===== src/rtl/alu_arbiter_if.sv =====
// Request/response bundle between two requesters and the shared ALU arbiter.
// The master side drives both requesters' operations and response acks;
// the slave side is the arbiter.
interface alu_arbiter_if #(
    parameter int N_bit = 32
);
    // requester 0
    logic             req0_valid;
    logic             req0_ready;
    logic [2:0]       req0_ctrl;
    logic [N_bit-1:0] req0_a;
    logic [N_bit-1:0] req0_b;

    // requester 1
    logic             req1_valid;
    logic             req1_ready;
    logic [2:0]       req1_ctrl;
    logic [N_bit-1:0] req1_a;
    logic [N_bit-1:0] req1_b;

    // responses: one valid/ready pair per requester, shared result bus
    logic             rsp0_valid;
    logic             rsp0_ready;
    logic             rsp1_valid;
    logic             rsp1_ready;
    logic [N_bit-1:0] rsp_result;
    logic             rsp_zero;

    logic             busy;

    modport master (
        output req0_valid, req0_ctrl, req0_a, req0_b,
        input  req0_ready,
        output req1_valid, req1_ctrl, req1_a, req1_b,
        input  req1_ready,
        input  rsp0_valid, rsp1_valid, rsp_result, rsp_zero,
        output rsp0_ready, rsp1_ready,
        input  busy
    );

    modport slave (
        input  req0_valid, req0_ctrl, req0_a, req0_b,
        output req0_ready,
        input  req1_valid, req1_ctrl, req1_a, req1_b,
        output req1_ready,
        output rsp0_valid, rsp1_valid, rsp_result, rsp_zero,
        input  rsp0_ready, rsp1_ready,
        output busy
    );
endinterface


===== src/rtl/alu_arbiter.sv =====
// Two-requester round-robin front end for the shared combinational ALU.
// One operation in flight; operands are registered ahead of the ALU, the
// result is registered and held until the owning requester accepts it.
// Multiply spends MUL_CYCLES cycles in EXEC, everything else one.

// Combinational ALU.
// 000 and, 001 or, 010 add, 100 sub, 101 mul, 110 unsigned slt,
// anything else yields 0. Arithmetic wraps modulo 2^N_bit.
module ALU #(
    parameter int N_bit = 32
) (
    input  logic [2:0]       ALUControl,
    input  logic [N_bit-1:0] A,
    input  logic [N_bit-1:0] B,
    output logic [N_bit-1:0] ALUResult,
    output logic             Zero
);
    // operation decode
    always_comb begin
        ALUResult = '0;
        case (ALUControl)
            3'b000:  ALUResult = A & B;
            3'b001:  ALUResult = A | B;
            3'b010:  ALUResult = A + B;
            3'b100:  ALUResult = A - B;
            3'b101:  ALUResult = A * B;
            3'b110:  ALUResult = {{(N_bit-1){1'b0}}, (A < B)};
            default: ALUResult = '0;
        endcase
    end

    assign Zero = (ALUResult == '0);
endmodule

module alu_arbiter #(
    parameter int N_bit      = 32,
    parameter int MUL_CYCLES = 3
) (
    input  logic          clk,
    input  logic          rst,
    alu_arbiter_if.slave  bus
);
    localparam int             CW       = (MUL_CYCLES > 1) ? $clog2(MUL_CYCLES) : 1;
    localparam logic [CW-1:0]  MUL_LOAD = CW'(MUL_CYCLES - 1);
    localparam logic [2:0]     CTRL_MUL = 3'b101;

    typedef enum logic [1:0] {
        IDLE,
        EXEC,
        RESP
    } state_t;

    state_t           state;
    logic             last_grant;   // 1 = requester 1 was granted last
    logic             owner;        // requester that owns the in-flight op
    logic [CW-1:0]    cnt;

    logic [2:0]       op_ctrl;
    logic [N_bit-1:0] op_a;
    logic [N_bit-1:0] op_b;

    logic [N_bit-1:0] result_q;
    logic             zero_q;
    logic             rsp0_valid_q;
    logic             rsp1_valid_q;
    logic             busy_q;

    logic             gnt0;
    logic             gnt1;
    logic             rsp_ack;

    logic [2:0]       sel_ctrl;
    logic [N_bit-1:0] sel_a;
    logic [N_bit-1:0] sel_b;

    logic [N_bit-1:0] alu_result;
    logic             alu_zero;

    // grant decision: a sole requester wins, a tie goes to the one not granted last
    always_comb begin
        gnt0 = 1'b0;
        gnt1 = 1'b0;
        if (!rst && state == IDLE) begin
            if (bus.req0_valid && (!bus.req1_valid || last_grant)) begin
                gnt0 = 1'b1;
            end else if (bus.req1_valid) begin
                gnt1 = 1'b1;
            end
        end
    end

    // operand source for the handshake cycle, owner's ack during RESP
    always_comb begin
        sel_ctrl = gnt1 ? bus.req1_ctrl : bus.req0_ctrl;
        sel_a    = gnt1 ? bus.req1_a    : bus.req0_a;
        sel_b    = gnt1 ? bus.req1_b    : bus.req0_b;
        rsp_ack  = owner ? bus.rsp1_ready : bus.rsp0_ready;
    end

    // ALU only ever sees the registered operands
    ALU #(.N_bit(N_bit)) u_alu (
        .ALUControl (op_ctrl),
        .A          (op_a),
        .B          (op_b),
        .ALUResult  (alu_result),
        .Zero       (alu_zero)
    );

    // control FSM with registered operands, result and response flags
    always_ff @(posedge clk or posedge rst) begin
        if (rst) begin
            state        <= IDLE;
            last_grant   <= 1'b1;
            owner        <= 1'b0;
            cnt          <= '0;
            op_ctrl      <= '0;
            op_a         <= '0;
            op_b         <= '0;
            result_q     <= '0;
            zero_q       <= 1'b1;
            rsp0_valid_q <= 1'b0;
            rsp1_valid_q <= 1'b0;
            busy_q       <= 1'b0;
        end else begin
            case (state)
                IDLE: begin
                    if (gnt0 || gnt1) begin
                        op_ctrl    <= sel_ctrl;
                        op_a       <= sel_a;
                        op_b       <= sel_b;
                        owner      <= gnt1;
                        last_grant <= gnt1;
                        cnt        <= (sel_ctrl == CTRL_MUL) ? MUL_LOAD : '0;
                        busy_q     <= 1'b1;
                        state      <= EXEC;
                    end
                end
                EXEC: begin
                    if (cnt != '0) begin
                        cnt <= cnt - CW'(1);
                    end else begin
                        result_q     <= alu_result;
                        zero_q       <= alu_zero;
                        rsp0_valid_q <= ~owner;
                        rsp1_valid_q <= owner;
                        state        <= RESP;
                    end
                end
                RESP: begin
                    if (rsp_ack) begin
                        rsp0_valid_q <= 1'b0;
                        rsp1_valid_q <= 1'b0;
                        busy_q       <= 1'b0;
                        state        <= IDLE;
                    end
                end
                default: begin
                    rsp0_valid_q <= 1'b0;
                    rsp1_valid_q <= 1'b0;
                    busy_q       <= 1'b0;
                    state        <= IDLE;
                end
            endcase
        end
    end

    assign bus.req0_ready = gnt0;
    assign bus.req1_ready = gnt1;
    assign bus.rsp0_valid = rsp0_valid_q;
    assign bus.rsp1_valid = rsp1_valid_q;
    assign bus.rsp_result = result_q;
    assign bus.rsp_zero   = zero_q;
    assign bus.busy       = busy_q;
endmodule

===== src/flat_wrapper.sv =====
// flat-port wrapper written by rule: the top's interface ports become plain ports
module alu_arbiter_flat 
#(
    parameter int N_bit      = 32,
    parameter int MUL_CYCLES = 3
)
  (clk, rst, bus_req0_valid, bus_req0_ctrl, bus_req0_a, bus_req0_b, bus_req0_ready, bus_req1_valid, bus_req1_ctrl, bus_req1_a, bus_req1_b, bus_req1_ready, bus_rsp0_valid, bus_rsp1_valid, bus_rsp_result, bus_rsp_zero, bus_rsp0_ready, bus_rsp1_ready, bus_busy);
  alu_arbiter_if #(.N_bit(N_bit)) bus_i ();
  input  logic clk;
  input  logic rst;
  input wire logic [$bits(bus_i.req0_valid)-1:0] bus_req0_valid;
  input wire logic [$bits(bus_i.req0_ctrl)-1:0] bus_req0_ctrl;
  input wire logic [$bits(bus_i.req0_a)-1:0] bus_req0_a;
  input wire logic [$bits(bus_i.req0_b)-1:0] bus_req0_b;
  output wire logic [$bits(bus_i.req0_ready)-1:0] bus_req0_ready;
  input wire logic [$bits(bus_i.req1_valid)-1:0] bus_req1_valid;
  input wire logic [$bits(bus_i.req1_ctrl)-1:0] bus_req1_ctrl;
  input wire logic [$bits(bus_i.req1_a)-1:0] bus_req1_a;
  input wire logic [$bits(bus_i.req1_b)-1:0] bus_req1_b;
  output wire logic [$bits(bus_i.req1_ready)-1:0] bus_req1_ready;
  output wire logic [$bits(bus_i.rsp0_valid)-1:0] bus_rsp0_valid;
  output wire logic [$bits(bus_i.rsp1_valid)-1:0] bus_rsp1_valid;
  output wire logic [$bits(bus_i.rsp_result)-1:0] bus_rsp_result;
  output wire logic [$bits(bus_i.rsp_zero)-1:0] bus_rsp_zero;
  input wire logic [$bits(bus_i.rsp0_ready)-1:0] bus_rsp0_ready;
  input wire logic [$bits(bus_i.rsp1_ready)-1:0] bus_rsp1_ready;
  output wire logic [$bits(bus_i.busy)-1:0] bus_busy;
  assign bus_i.req0_valid = bus_req0_valid;
  assign bus_i.req0_ctrl = bus_req0_ctrl;
  assign bus_i.req0_a = bus_req0_a;
  assign bus_i.req0_b = bus_req0_b;
  assign bus_req0_ready = bus_i.req0_ready;
  assign bus_i.req1_valid = bus_req1_valid;
  assign bus_i.req1_ctrl = bus_req1_ctrl;
  assign bus_i.req1_a = bus_req1_a;
  assign bus_i.req1_b = bus_req1_b;
  assign bus_req1_ready = bus_i.req1_ready;
  assign bus_rsp0_valid = bus_i.rsp0_valid;
  assign bus_rsp1_valid = bus_i.rsp1_valid;
  assign bus_rsp_result = bus_i.rsp_result;
  assign bus_rsp_zero = bus_i.rsp_zero;
  assign bus_i.rsp0_ready = bus_rsp0_ready;
  assign bus_i.rsp1_ready = bus_rsp1_ready;
  assign bus_busy = bus_i.busy;
  alu_arbiter #(.N_bit(N_bit), .MUL_CYCLES(MUL_CYCLES)) u_core (.clk(clk), .rst(rst), .bus(bus_i));
endmodule

===== config.mk =====
export PLATFORM = sky130hd
export DESIGN_NAME = alu_arbiter_flat
export DESIGN_NICKNAME = d
export VERILOG_FILES = /design/src/rtl/alu_arbiter_if.sv /design/src/rtl/alu_arbiter.sv /design/src/flat_wrapper.sv
export SDC_FILE = /design/constraint.sdc
export NUM_CORES = 2
export LEC_CHECK = 0
export ABC_AREA = 1
export ABC_CLOCK_PERIOD_IN_PS = 9200
export BUFFER_PORTS_ARGS = -buffer_cell sky130_fd_sc_hd__buf_2
export CORE_MARGIN = 4
export CORE_UTILIZATION = 52
export DETAILED_ROUTE_END_ITERATION = 8
export PLACE_DENSITY = 0.81
export SYNTH_ARGS = -nofsm -noshare
export SYNTH_HDL_FRONTEND = slang
export SYNTH_SLANG_ARGS = --single-unit

===== constraint.sdc =====
create_clock -name clk -period 9.2 [get_ports clk]
set_clock_uncertainty 0.1 [all_clocks]
set_input_delay 0.46 -clock clk [delete_from_list [all_inputs] [get_ports clk]]
set_output_delay 0.46 -clock clk [all_outputs]
set_load 0.03 [all_outputs]

# Yosys cells after proc, flatten, opt, wreduce, memory -nomap -nowiden
# Index checks and enable logic that the tools add are counted.
[op_classes] n_eq_ne=12 muxes=25 n_reduce_logical=17 n_addsub=3 bitwise=6 multipliers=1 n_lt_le_gt_ge=1
[ops] cell="$pmux 32 s6" n=1
[ops] cell="$mux 32" n=2
[ops] cell="$add 32x32->32" n=1
[ops] cell="$and 32x32->32" n=1
[ops] cell="$logic_not 32->1" n=1
[ops] cell="$lt 32x32->1" n=1
[ops] cell="$mul 32x32->32" n=1
[ops] cell="$or 32x32->32" n=1
[ops] cell="$sub 32x32->32" n=1
[ops] cell="$eq 3x3->1 const B" n=4
[ops] cell="$mux 2" n=6
[ops] cell="$reduce_and 3->1" n=4
[ops] cell="$mux 1" n=10
[ops] cell="$pmux 1 s3" n=3
[ops] cell="$pmux 2 s3" n=1
[ops] cell="$ne 2x1->1 const B" n=2
[ops] cell="$ne 2x2->1 const B" n=2
[ops] cell="$not 1->1" n=4
[ops] cell="$pmux 2 s2" n=1
[ops] cell="$reduce_and 2->1" n=2
[ops] cell="$reduce_bool 2->1" n=2
[ops] cell="$eq 3x1->1 const B" n=1
[ops] cell="$eq 3x2->1 const B" n=1
[ops] cell="$logic_not 3->1" n=1
[ops] cell="8 further kinds" n=11
[word_totals] input_bits=140 out_inout_bits=38 reg_bits=109 wordCells=77

# Depth between registers and ports, before layout
[depth] ltp_word=10 depth_mapped=38 ltp_nobuf=36

# By module
# From an unflattened synthesis, not the netlist that was laid out.
[unflattened] hier_cells=4133 area_unflattened_um2=28075.7
[by_module_without_submodules] mod="ALU" seq_area_each_um2=0.0 cells_per_inst=3568 instances=1 area_per_inst_um2=23269.8
[by_module_without_submodules] mod="alu_arbiter" seq_area_each_um2=2730.1 cells_per_inst=565 instances=1 area_per_inst_um2=4805.9

# Worst setup path after synthesis
# No wires, ideal clock.
[synth_timing] path_type="register to register" start="register u_core.op_a[12]" end="register u_core.zero_q, in the netlist u_core.bus.rsp_zero" path_slack_ns=2.328 required_ns=9.039 path_stages_with_launch=32 arrival_ns=6.711 period_less_slack_ns=6.872 path_buffers=2 cell_sequence="dfrtp_1 > clkbuf_1 > buf_1 > nand2_1 > inv_1 > fa_1 > fa_1 > fa_1 > inv_1 > fa_1 > inv_1 > fa_1 > inv_1 > fa_1 > inv_1 > fa_1 > fa_1 > ha_1 > a21oi_1 > o21ai_0 > a21oi_1 > nand3_1 > or2_2 > nand3_1 > nand2_1 > inv_1 > nand2_1 > nor2_1 > nand4_1 > nor2_1 > nand4_1 > nand2_1"
[synth_between] elab_chain_len=3 word_cells_on_any_way=8 cone_classes="add/sub: 2; mul: 1; order compare: 1; mux: 1; bitwise: 2; reduce/logical: 1"
[synth_lines] element="from (decl)" line_no="alu_arbiter.sv:59" text="logic [N_bit-1:0] op_a;"
[synth_lines] element="from (signal assigned)" line_no="alu_arbiter.sv:129" text="op_a <= sel_a;"
[synth_lines] element="$mul 32x32->32, or another cell as far along" line_no="alu_arbiter.sv:26" text="3'b101: ALUResult = A * B;"
[synth_lines] element="$pmux 32 s6 (*)" line_no="alu_arbiter.sv:21" text="case (ALUControl)"
[synth_lines] element="$logic_not 32->1 (*)" line_no="alu_arbiter.sv:32" text="assign Zero = (ALUResult == '0);"
[synth_lines] element="to (signal assigned)" line_no="alu_arbiter.sv:143" text="zero_q <= alu_zero;"
[synth_lines] element="to (decl)" line_no="alu_arbiter.sv:63" text="logic zero_q;"
# Mark *: on every way between the ends. The rest lies on a longest branch, timed or not.
# A chain may end at the register's enable or synchronous reset.

# Worst setup path in the final report
[layout_timing] start="register u_core.op_b[9]" end="register u_core.zero_q, in the netlist u_core.bus.rsp_zero"
[layout_between] elab_chain_len=3 word_cells_on_any_way=8 cone_classes="add/sub: 2; mul: 1; order compare: 1; mux: 1; bitwise: 2; reduce/logical: 1"
[layout_lines] element="from (decl)" line_no="alu_arbiter.sv:60" text="logic [N_bit-1:0] op_b;"
[layout_lines] element="from (signal assigned)" line_no="alu_arbiter.sv:130" text="op_b <= sel_b;"
[layout_lines] element="$mul 32x32->32, or another cell as far along" line_no="alu_arbiter.sv:26"
[layout_lines] element="$pmux 32 s6 (*)" line_no="alu_arbiter.sv:21"
[layout_lines] element="$logic_not 32->1 (*)" line_no="alu_arbiter.sv:32"
# Marks and branches as above.

==> results.cfg <==
[synthesis]
synth_edf_count = 0
ys.flop_type = dfrtp_1
ys_seq_area_share_pct = 10.00
postSynthCellCount = 3934
syn_area_mm2 = 0.02729
synth.distinct_cells = 50
ys_ff_latch = 109
postSynthAreaPerCell_um2 = 6.938
synth_nets = 4704
synthArstFlopShare_pct = 100.0
synth_warnings = 0

[routing]
vias = 25511
drc = 0
avgRoutedWirePerCell_um = 18.93
wl_um = 88840
detail-route-antenna-nets = 0
drt_iter0_drc = 2463
drt_pass1_iterations = 6
via_per_inst = 5.436

[worst_setup_path]
critPathTopFamily = adder cells
crit_top_cell = fa_1
r2r_end = u_core.bus.rsp_zero$_DFFE_PP1P_
crit_slowest_cell = dfrtp_1
critPathMaxFanout = 24
reg2reg_slack_ns = 1.30
path_class = flip-flop to flip-flop
cp-startpoint = u_core.op_b[9]$_DFFE_PP0P_
r2r-start = u_core.op_b[9]$_DFFE_PP0P_
cp-end-kind = flip-flop
reg2reg_depth = 26
worst-path-buf-inv = 4
cpPeakStageDelay_ns = 1.12
worst_setup_path_start_kind = flip-flop
critical_path_depth = 26
worst_ep_arrival_time_ns = 8.13
crit_required_ns = 9.43
crit_end = u_core.bus.rsp_zero$_DFFE_PP1P_

[floorplanning]
fp.dieH_um = 237.1
initial_utilization_pct = 52.88
num_io_pins = 178
dieWidth_um = 237.1
core_area_mm2 = 0.05161
dieArea_mm2 = 0.05622
rows = 83

[clock_network]
worstSkewPairLatency_ns = 0.39
cts_tree = yes
postCtsSetupBuffers = 0
cts_hold_buf = 1
clock-root-buffer = clkbuf_16
cts-buffers-inserted = 9
ctsResizeCount = 0
cts_num_sinks = 109
cts_buffer_depth = 2
htreeDepth = 3
path_clk_slew_ns = 0.09

[timing]
max_freq_mhz = 126.6
finalCritPeriodShare_pct = 85.89
slew_headroom_pct = 22.41
min_period_ns = 7.902
rsz0062_at_grt = false
worst_hold_slack_ns = 0.1940
finalMaxSlewViolations = 0
setup_tns_ns = 0
setup_violations = 0
tightest_slew_ns = 1.164
hold_viol_final = 0
setup_slack_ns = 1.298

[grt]
grt_pass1_wl_um = 141000
globalRouteOverflowTotal = 0
grt_max_degree = 72
antenna_found_initial = 1
grt_pass1_vias = 26008
grtUsageTotal_pct = 31.68

[layout]
nets = 4778
area_delta_synth_final_pct = 6.258
n_antenna_cell = 0
layout-drive-gt1-share_pct = 8.173
fillers = 4851

[place]
pre_cts_ws_ns = 1.437
dp.final_hpwl_um = 72750
place_congestion = 1.016
portBuffers = 177

[worst_hold_path]
whs_path_depth = 3
min_from = bus_req0_a[1]
min_path_type = input port to flip-flop

[flow_run]
cap_violations = 0

[outcome]
status = finished clean
-- synthesized netlist by cell type (all sizes together), types with 2 or more instances --
master / number / area share [%]
o22ai: 20 / 0.46
a31oi: 7 / 0.16
and2: 2 / 0.046
xnor2: 11 / 0.35
xor2: 8 / 0.26
ha: 220 / 10
nand2: 1184 / 16
o21ai: 115 / 2.1
fa: 410 / 30
nand3: 191 / 3.6
nor2: 187 / 2.7
o21bai: 14 / 0.39
or2: 5 / 0.11
dfstp: 2 / 0.19
nor4: 7 / 0.16
o211ai: 65 / 1.8
dfrtp: 107 / 9.8
and3: 2 / 0.046
o21a: 6 / 0.17
a21o: 3 / 0.083
buf: 69 / 1.4
a21oi: 115 / 2.3
nand3b: 25 / 0.69
nand4: 29 / 0.66
a21boi: 2 / 0.055
inv: 1013 / 14
clkbuf: 96 / 1.3
nor3: 13 / 0.31
-- cell families (layout without fill, tap and decap cells) --
group	Yosys count	in the layout	synth area share (%)
AND/OR/NAND/NOR	1645	1645	24.85
flip-flops	109	109	10.00
buffers and inverters	1178	1257	16.66
XOR/XNOR	19	19	0.6097
adder cells (fa/ha/maj)	630	630	40.16
AO/OA/AOI/OAI	352	352	7.688
multiplexers	1	1	0.03668
-- layer usage --
layer  GRT usage, %  share of wire [%]  vias to the layer above
li1               -                  -                    11767
met1          42.37                 39                    12144
met4          14.58                5.6                        4
met5              0              0.052                        -
met3          5.031                9.9                      255
met2          50.97                 45                     1341
-- tightest hold or removal path, delay by kind of cell --
family / cells / cell delay [ns]
and+or+nand+nor: 1 / 0.05
AOI/OAI and AO/OA: 1 / 0.07
buffers and inverters: 1 / 0.08
-- cell type report --
cell class                 instances  area (µm²)  area share [%]
clock buffer                       9       225.2          0.7766
clock inverter                     7       86.33          0.2977
inverter                        1013        3807           13.13
multi-input combinational       2647       20030           69.07
sequential                       109        2730           9.414
tap                              680       850.8           2.934
timing repair buffer             228        1271           4.383
-- registers in the layout, summed over array words and instances (netlist names), 2 cells and up --
| name | cells |
|---|---|
| u_core.op_b | 32 |
| u_core.bus.rsp_result | 32 |
| u_core.state | 2 |
| u_core.cnt | 2 |
| u_core.op_a | 32 |
| u_core.op_ctrl | 3 |
-- layout by cell type (no fill, tap or decap), drive strengths merged, types with 3 or more instances in the layout --
master / count
or2: 5
nor3: 13
nand2: 1184
o21a: 6
a21o: 3
buf: 227
nor2: 187
xor2: 8
nand3b: 25
xnor2: 11
o22ai: 20
clkbuf: 9
fa: 410
nor4: 7
dfrtp: 107
a21oi: 115
nand3: 191
o21ai: 115
o21bai: 14
inv: 1016
a31oi: 7
ha: 220
o211ai: 65
clkinv: 4
nand4: 29
-- worst min path at each step --
| stage | to | slack [ns] |
|---|---|---|
| after floorplan | u_core.bus.rsp0_valid$_DFFE_PP0P_ | 0.39 |
| after global placement | u_core.op_a[24]$_DFFE_PP0P_ | 0.36 |
| after detailed placement | u_core.op_a[24]$_DFFE_PP0P_ | 0.36 |
| after CTS | u_core.op_a[1]$_DFFE_PP0P_ | 0.19 |
| after global routing | u_core.op_b[29]$_DFFE_PP0P_ | 0.20 |
| final | u_core.op_a[1]$_DFFE_PP0P_ | 0.19 |
-- per-stage QoR --
stage                     instances  util, %  instance area [µm²]
after floorplan                3934        -                27290
after global placement         4676    55.57                28680
after detailed placement       4676    55.57                28680
after CTS                      4693    56.19                29000
after global routing           4693    56.19                29000
final                          4693    56.19                29000
Power is not shown: default switching activity piles up to over one toggle a cycle in this logic, so the estimate is an artifact.
